File: config.mk
export PLATFORM = sky130hd
export DESIGN_NAME = analog_spinner
export DESIGN_NICKNAME = d
export VERILOG_FILES = /design/src/rtl/analog_spinner_pkg.sv /design/src/rtl/analog_spinner_rate_gen.sv /design/src/rtl/analog_spinner.sv
export SDC_FILE = /design/constraint.sdc
export NUM_CORES = 1
export LEC_CHECK = 0
export CORE_MARGIN = 1.5
export CORE_UTILIZATION = 56
export CTS_BUF_LIST = sky130_fd_sc_hd__clkbuf_8
export DETAILED_ROUTE_END_ITERATION = 6
export PLACE_DENSITY = 0.79
export SETUP_SLACK_MARGIN = 0.5
export SLEW_MARGIN = 30
export SYNTH_ARGS = -nofsm -noshare
export SYNTH_HDL_FRONTEND = slang
export SYNTH_SLANG_ARGS = --single-unit
export TNS_END_PERCENT = 30
File: constraint.sdc
create_clock -name clock_40 -period 6.45 [get_ports clock_40]
set_input_delay 1.6125 -clock clock_40 [delete_from_list [all_inputs] [get_ports clock_40]]
set_output_delay 1.6125 -clock clock_40 [all_outputs]
set_load 0.005 [all_outputs]
File: src/rtl/analog_spinner_pkg.sv
// analog_spinner_pkg: shared types and helpers for the spinner angle generator
package analog_spinner_pkg;

    typedef enum logic [1:0] {IDLE, RUN_CW, RUN_CCW, REVERSE} spin_state_t;

    function automatic int step_units(input int shift);
        return 1 << shift;
    endfunction

    // Symmetric clamp so a full reversal never overshoots the opposite bound
    function automatic logic signed [31:0] sat_add(input logic signed [31:0] a,
                                                   input logic signed [31:0] b,
                                                   input int w);
        logic signed [31:0] lim;
        logic signed [31:0] s;
        lim = (32'sd1 <<< (w - 1)) - 32'sd1;
        s = a + b;
        return s > lim ? lim : s < -lim ? -lim : s;
    endfunction

endpackage

File: src/rtl/analog_spinner_rate_gen.sv
// spin_rate_gen: per-tick motion from the analog stick and the digital buttons
module spin_rate_gen
    import analog_spinner_pkg::*;
#(
    parameter int ACC_W       = 12,
    parameter int MOUSE_SHIFT = 2,
    parameter int DEADZONE    = 16,
    parameter int ANA_SHIFT   = 3,
    parameter int DIG_SLOW    = 4,
    parameter int DIG_FAST    = 1
) (
    input  logic                    clock_40,
    input  logic                    reset_n,
    input  logic                    tick,
    input  logic signed [7:0]       ana_x,
    input  logic                    btn_left,
    input  logic                    btn_right,
    input  logic                    btn_acc,
    output logic signed [ACC_W-1:0] rate
);

    localparam int CNT_W = $clog2(DIG_SLOW + 1) + 1;
    localparam logic signed [ACC_W-1:0] STEP_P = ACC_W'(step_units(MOUSE_SHIFT));

    logic [CNT_W-1:0]        dig_cnt;
    logic [CNT_W-1:0]        cnt_inc;
    logic                    one_btn;
    logic                    dig_fire;
    logic [7:0]              ana_mag;
    logic [7:0]              ana_units;
    logic signed [ACC_W-1:0] ana_pos;
    logic signed [ACC_W-1:0] ana_add;
    logic signed [ACC_W-1:0] dig_add;

    assign one_btn  = btn_left ^ btn_right;
    assign cnt_inc  = dig_cnt + CNT_W'(1);
    // >= lets a freshly lowered limit fire at once on the next tick
    assign dig_fire = one_btn && (cnt_inc >= CNT_W'(btn_acc ? DIG_FAST : DIG_SLOW));
    assign dig_add  = !dig_fire ? '0 : btn_right ? STEP_P : -STEP_P;

    // -128 folds onto -127 so both stick extremes give the same rate
    assign ana_mag   = ana_x[7] ? (ana_x == -8'sd128 ? 8'd127 : 8'(-ana_x)) : 8'(ana_x);
    assign ana_units = ana_mag > 8'(DEADZONE) ? (ana_mag - 8'(DEADZONE)) >> ANA_SHIFT : 8'd0;
    assign ana_pos   = ACC_W'(ana_units);
    assign ana_add   = ana_x[7] ? -ana_pos : ana_pos;

    assign rate = tick ? ana_add + dig_add : '0;

    always_ff @(posedge clock_40 or negedge reset_n) begin
        if (!reset_n)
            dig_cnt <= '0;
        else if (tick)
            dig_cnt <= (one_btn && !dig_fire) ? cnt_inc : '0;
    end

endmodule

File: src/rtl/analog_spinner.sv
// analog_spinner: turns mouse, stick and button motion into the 4-bit Kick spinner angle
module analog_spinner
    import analog_spinner_pkg::*;
#(
    parameter int ACC_W       = 12,
    parameter int MOUSE_SHIFT = 2,
    parameter int DEADZONE    = 16,
    parameter int ANA_SHIFT   = 3,
    parameter int DIG_SLOW    = 4,
    parameter int DIG_FAST    = 1
) (
    input  logic              clock_40,
    input  logic              reset_n,
    input  logic              mouse_strobe,
    input  logic signed [8:0] mouse_x,
    input  logic signed [7:0] ana_x,
    input  logic              btn_left,
    input  logic              btn_right,
    input  logic              btn_acc,
    input  logic              ctc_zc_to_2,
    output logic [3:0]        spin_angle,
    output logic              spin_dir,
    output logic              spin_busy
);

    localparam int SUM_W = ACC_W + 2;
    localparam logic signed [ACC_W-1:0] STEP_P = ACC_W'(step_units(MOUSE_SHIFT));
    localparam logic signed [ACC_W-1:0] STEP_N = -STEP_P;

    spin_state_t             state;
    spin_state_t             state_next;
    logic                    ctc_q;
    logic                    tick;
    logic signed [ACC_W-1:0] pending;
    logic signed [ACC_W-1:0] pending_next;
    logic signed [ACC_W-1:0] rate;
    logic signed [ACC_W-1:0] consumed;
    logic signed [SUM_W-1:0] mouse_add;
    logic signed [SUM_W-1:0] delta;
    logic                    pos_req;
    logic                    neg_req;
    logic                    step_up;
    logic                    step_dn;

    spin_rate_gen #(
        .ACC_W      (ACC_W),
        .MOUSE_SHIFT(MOUSE_SHIFT),
        .DEADZONE   (DEADZONE),
        .ANA_SHIFT  (ANA_SHIFT),
        .DIG_SLOW   (DIG_SLOW),
        .DIG_FAST   (DIG_FAST)
    ) u_rate (
        .clock_40 (clock_40),
        .reset_n  (reset_n),
        .tick     (tick),
        .ana_x    (ana_x),
        .btn_left (btn_left),
        .btn_right(btn_right),
        .btn_acc  (btn_acc),
        .rate     (rate)
    );

    assign pos_req   = pending >= STEP_P;
    assign neg_req   = pending <= STEP_N;
    assign spin_busy = pos_req | neg_req;

    // Step decisions look at pending before this clock's contributions land
    always_comb begin
        state_next = state;
        step_up    = 1'b0;
        step_dn    = 1'b0;
        if (tick) begin
            case (state)
                RUN_CW: begin
                    state_next = pos_req ? RUN_CW : neg_req ? REVERSE : IDLE;
                    step_up    = pos_req;
                end
                RUN_CCW: begin
                    state_next = neg_req ? RUN_CCW : pos_req ? REVERSE : IDLE;
                    step_dn    = neg_req;
                end
                default: begin
                    state_next = pos_req ? RUN_CW : neg_req ? RUN_CCW : IDLE;
                    step_up    = pos_req;
                    step_dn    = neg_req;
                end
            endcase
        end
    end

    assign consumed     = step_up ? STEP_P : step_dn ? STEP_N : '0;
    assign mouse_add    = mouse_strobe ? SUM_W'(mouse_x) : '0;
    assign delta        = mouse_add + SUM_W'(rate) - SUM_W'(consumed);
    assign pending_next = ACC_W'(sat_add(32'(pending), 32'(delta), ACC_W));

    always_ff @(posedge clock_40 or negedge reset_n) begin
        if (!reset_n) begin
            ctc_q      <= 1'b0;
            tick       <= 1'b0;
            state      <= IDLE;
            pending    <= '0;
            spin_angle <= '0;
            spin_dir   <= 1'b0;
        end else begin
            ctc_q   <= ctc_zc_to_2;
            tick    <= ctc_zc_to_2 & ~ctc_q;
            state   <= state_next;
            pending <= pending_next;
            if (step_up | step_dn) begin
                spin_angle <= step_up ? spin_angle + 4'd1 : spin_angle - 4'd1;
                spin_dir   <= step_up;
            end
        end
    end

endmodule

==> out/metrics.cfg, run 1 <==
[outcome]
status = finished with violations
violations = DRC, setup timing

[timing]
tns_ns = -28.91
rsz0062_at_grt = yes
max_freq_mhz = 111
finalSetupViolCount = 12
finClkSkew_ns = 0.00693
min_period_ns = 8.98
slew_headroom_pct = 51.2
final_max_slew_viol_count = 0
finalHoldViolCount = 0
setup_ws_ns = -2.53
worst_pin_slew_ns = 0.726
finalCritPeriodShare_pct = 139

[critical_path]
startpoint_type = input pin
critPathKind = input pin to flop
rr_worst_depth = 31
slowest_delay_ns = 0.50
crit_required_ns = 6.59
cp_top_family = compound AO/OA/AOI/OAI gates
crit_fanout = 3
cp_num_cells = 40
cpMaxStageDelayCell = fa_1
cpMostUsedCell = o21ai_2
critical_path_arrival_ns = 9.12
crit_buf_inv = 3
critPathCaptureType = flop

[layout]
antenna_cells = 0
final_core_util_pct = 87.8
drive_gt1_share_pct = 36.0
fin_cells = 704
final_nets = 713
area_growth_pct = 49.8

[clocking]
clk_path_buf_depth = 2
insertion_delay_ns = 0.28
root_buffer = clkbuf_8
ctsHoldBuffers = 0
clkSlewWorstSetupHoldPaths_ns = 0.10
clock-sinks = 25
cts_tree = yes
numCtsBuffers = 3
cts-htree-levels = 1

[yosys]
synth_area_leaders = dfrtp_1 17%, ha_1 16%, fa_1 6.9%, nand2_1 5.0%, xnor2_1 4.4%
synth_seq_cells = 25
synth_area_um2 = 3760
ys_warn_count = 0
yosysSeqAreaShare_pct = 16.6
ys.flop_type = dfrtp_1
avgSynthCellArea_um2 = 7.81
synth_nets = 567
async_flop_share_pct = 100
synth-edff-count = 0
synth.top_cell.area_share_pct = 16.6
yosysTopAreaCell = dfrtp_1
synthCells = 482
ys_types = 65

[routing]
dr_total_vias = 4856
dr.pass1.iters = 7
drtAntennaViolNets = 0
drc = 5
drt_iter0_drc = 605
wl_per_cell_um = 22.6
wl_um = 15900
viasPerCell = 6.90

[place]
place_hpwl_um = 8770
port_buffers = 29
dp.cells = 689
gp_congestion = 0.865
pre_cts_ws_ns = -3.04

[die]
top_level_ports = 30
core_um2 = 6420
die_w_um = 85.0
rows = 29
fp.dieH_um = 85.0
dieArea_um2 = 7220
initial_utilization_pct = 58.6

[hold_path]
hold_path.class = flop to flop
hold_path_depth = 1

[grt]
antenna_found_initial = 0
grt.total_usage_pct = 36.2
grt-ovfl-total = 0
grt_max_degree = 26
grt_pass1_wl_um = 21300
grt_pass1_vias = 4565

[flow_run]
cap_violations = 0

==> worst register-to-register path, delay by kind of cell (launching register included) <==
family / cells / cell delay (ns)
xor gates and xnor gates: 2 / 0.38
and+or+nand+nor: 8 / 1.50
adders and majority gates: 6 / 1.83
buffers and inverters: 3 / 0.47
AOI/OAI and AO/OA: 12 / 2.27
DFF: 1 / 0.42
==> final timing paths <==
path / start / to / slack (ns)
worst max register to register: u_rate.dig_cnt[0] / pending[1] / -0.57
worst min register to register: ctc_q / tick / 0.43
worst min-delay path: ctc_q / tick / 0.43
min in group asynchronous: reset_n / spin_angle[1] / 1.31
worst max-delay path: ana_x[0] / pending[1] / -2.53
max in group asynchronous: reset_n / pending[9] / 4.76
==> Yosys cell counts (7+ instances only) <==
library cell,number
clkbuf_1,12
fa_1,13
xor2_1,8
o21ai_0,23
nor4_1,7
nor3_1,22
nand2_1,50
dfrtp_1,25
inv_1,44
a21oi_1,28
ha_1,48
nor2b_1,11
xnor2_1,19
nand3_1,15
nor2_1,35
==> cell families (layout without fill, tap and decap cells) <==
family          Yosys count  in the layout  synth area share (%)
compound gates          116            116                  21.4
xor+xnor                 27             27                  6.28
fa+ha+maj                61             61                  22.9
buf+inv                  60            205                  6.25
flops                    25             25                  16.6
mux                       6              6                  1.66
simple gates            187            187                  25.0
==> cells in the final DEF (no fill, tap or decap), types with 7 or more instances in the layout <==
cell type / Yosys / routed
fa_1: 13 / 11
nor3_1: 22 / 19
a21oi_2: 0 / 7
ha_1: 48 / 38
nand3_1: 15 / 12
nand2_1: 50 / 46
dfrtp_1: 25 / 25
clkdlybuf4s50_1: 0 / 23
inv_1: 44 / 39
buf_4: 1 / 118
xnor2_1: 19 / 18
xor2_1: 8 / 8
nor2b_1: 11 / 10
nor2_1: 35 / 30
a21oi_1: 28 / 20
o21ai_0: 23 / 15
buf_6: 0 / 10
==> through the flow <==
step	hold slack (ns)	area, um2
global route	0.437	5640
global placement	0.386	5120
floorplan	0.378	3940
detailed placement	0.396	5110
finish	0.426	5640
CTS	0.405	5480
==> area by class of cell <==
| type | count | area [um2] |
|---|---|---|
| Fill cell | 271 | 783 |
| Clock inverter | 1 | 5.00 |
| Tap cell | 77 | 96.3 |
| Sequential cell | 25 | 626 |
| Inverter | 44 | 183 |
| Clock buffer | 3 | 41.3 |
| Timing Repair Buffer | 157 | 1290 |
| Multi-Input combinational cell | 397 | 3390 |
==> state kept, by name, summed over array words and instances, names as in the netlist <==
register and flops:
u_rate.dig_cnt 4, tick 1, spin_angle 4, state 2, pending 12, spin_dir 1
ctc_q 1
==> layer usage <==
layer / global-route usage, % / vias up / part of all wire [%]
met3: 4.47 / 158 / 10
li1: - / 2031 / -
met4: 16.2 / 0 / 8.4
met2: 64.2 / 454 / 47
met1: 43.6 / 2213 / 35
met5: 0 / - / 0
==> repair_timing <==
item                                    4_1_cts  5_1_grt
endpoints found under the setup margin       12       12
pin swaps                                    54       31
gates resized for setup                      71       32
setup buffers                                 9        2
Power of run 1 is not shown: default switching activity piles up to over one toggle a cycle in this logic, so the estimate is an artifact.
==> run 2, diff against run 1 <==
GPL_TIMING_DRIVEN = 0   (was default)
==> run 2 against run 1 <==
Net effect:
- the flow still finishes with violations (DRC, setup timing)
- global-route usage decreased by 8.5 points
- cell area decreased by 12%
- hold slack got worse by 0.021 ns
- maximum frequency increased by 3.5%
- first-iteration DRC count decreased by 54%
- sequential share of layout area increased by 1.5 points
- final cell count decreased by 12%
- worst setup slack improved by 0.31 ns
- utilization decreased by 10 points
- clock-buffer cell count unchanged
- flip-flop and latch count unchanged
- wire length decreased by 34%
- critical endpoint is now pending[0]
- highest routed layer unchanged
==> out/metrics.cfg, run 2 (synthesis gave the netlist of run 1 again) <==
[outcome]
status = finished with violations
violations = DRC, setup timing

[timing]
finClkSkew_ns = 0.00436  ; -0.00257 ns
holdWs_ns = 0.405  ; -0.0210 ns
slew_headroom_pct = 42.0  ; -9.1 points
finalHoldViolCount = 0  ; unchanged
min_period_ns = 8.67  ; -0.307 ns
worst_pin_slew_ns = 0.868  ; +0.141 ns
setup_ws_ns = -2.22  ; +0.307 ns
final_max_slew_viol_count = 0  ; unchanged
max_freq_mhz = 115  ; +3.5%
finalCritPeriodShare_pct = 134  ; -4.8 points
finalSetupViolCount = 12  ; unchanged
rsz0062_at_grt = yes

[routing]
wl_per_cell_um = 17.0  ; -25%
wl_um = 10500  ; -34%
viasPerCell = 6.32  ; -8.4%
drt_iter0_drc = 276  ; -54%
dr.pass1.iters = 7  ; unchanged
drc = 5  ; unchanged
drtAntennaViolNets = 0  ; unchanged
dr_total_vias = 3904  ; -20%

[place]
port_buffers = 26  ; -10%
place_hpwl_um = 7120  ; -19%
dp.cells = 585  ; -15%
gp_congestion = 0.850  ; -1.7%

[clocking]
numCtsBuffers = 3  ; unchanged
root_buffer = clkbuf_8
ctsHoldBuffers = 0  ; unchanged
clock-sinks = 25  ; unchanged
clkSlewWorstSetupHoldPaths_ns = 0.09  ; about the same
clk_path_buf_depth = 2  ; unchanged
cts_tree = yes
cts-htree-levels = 1  ; unchanged
insertion_delay_ns = 0.27  ; about the same

[layout]
drive_gt1_share_pct = 24.6  ; -11 points
layout_commonest_cell = nand2_1
largest_reg_flops = 12  ; unchanged
antenna_cells = 0  ; unchanged
final_nets = 627  ; -12%
top_regs = pending (12), spin_angle (4), u_rate.dig_cnt (4)
top_register = pending
fillers = 407  ; +50%
layout_common_cells = 45 x nand2_1, 39 x inv_1, 37 x ha_1
area_growth_pct = 32.4
fin_cells = 618  ; -12%

[critical_path]
critPathKind = input pin to flop
startpoint_type = input pin
critPathCaptureType = flop
cp_num_cells = 34  ; -15%
critical_path.startpoint = ana_x[0]
r2r-end = pending[0]
crit_required_ns = 6.64  ; +0.05 ns
slowest_delay_ns = 0.66  ; +0.16 ns
rr_worst_depth = 24  ; -23%
reg2reg_slack_ns = -0.58  ; about the same
endpoint = pending[0]
cp_top_family = simple AND/OR/NAND/NOR gates
cpMaxStageDelayCell = or4_1
crit_buf_inv = 5  ; +2
critical_path_arrival_ns = 8.86  ; -0.26 ns
reg2reg_from = u_rate.dig_cnt[0]
crit_fanout = 5  ; +2

[grt]
grt.total_usage_pct = 27.7  ; -8.5 points
grt_pass1_vias = 3622  ; -21%
antenna_found_initial = 0  ; unchanged
grt_pass1_wl_um = 16400  ; -23%
grt_max_degree = 26  ; unchanged
grt-ovfl-total = 0  ; unchanged

[die]
dieArea_um2 = 7220  ; unchanged
top_level_ports = 30  ; unchanged
core_um2 = 6420  ; unchanged
initial_utilization_pct = 58.6  ; unchanged
die_w_um = 85.0  ; unchanged
fp.dieH_um = 85.0  ; unchanged
rows = 29  ; unchanged

[hold_path]
hold_path_depth = 1  ; unchanged
hold_path.class = flop to flop

[flow_run]
cap_violations = 0  ; unchanged

[run 2: final cells by class]
cell class / count / area [um2] / area share (%)
plain buffers: 16 / 114 / 2.28
well taps: 77 / 96.3 / 1.93
inverters: 44 / 183 / 3.66
clock inverters: 1 / 5.00 / 0.100
repair buffers: 55 / 503 / 10.1
clock buffers: 3 / 41.3 / 0.828
flip-flops and latches: 25 / 626 / 12.6
multi-input cells: 397 / 3420 / 68.5
[run 2: through the flow]
stage                     worst slack (ns)  area (um2)  utilization [%]  TNS, ns
final                                -2.22        4980             77.6   -25.48
after global routing                 -2.51        4980             77.6   -29.17
after CTS                            -2.17        4810             74.9   -25.10
after detailed placement             -3.56        4290             66.8   -41.02
after global placement               -3.42        4300             66.9   -38.86
after floorplan                      -2.07        3940                -   -23.81
[run 2: worst min-delay path by stage]
stage          start  slack (ns)    to
2_1_floorplan  ctc_q        0.38  tick
3_3_place_gp   ctc_q        0.39  tick
3_5_place_dp   ctc_q        0.39  tick
4_1_cts        ctc_q        0.41  tick
5_1_grt        ctc_q        0.42  tick
6_report       ctc_q        0.40  tick
[run 2: timing repair]
action / CTS / global route
pin swaps: 50 / 32
setup endpoints to repair: 12 / 12
cloned: 1 / 0
buffers inserted: 21 / 7
resized for setup: 81 / 32
[run 2: per-layer routing]
metal	wire length [um]	part of all wire, %	up-vias	GRT usage [%]
met5	0	0	-	0
met4	204	1.9	0	5.37
met3	429	4.1	22	2.24
met2	5310	50	124	48.3
met1	4590	44	1898	37.6
li1	-	-	1860	-
Power of run 2 is left out for the same reason.
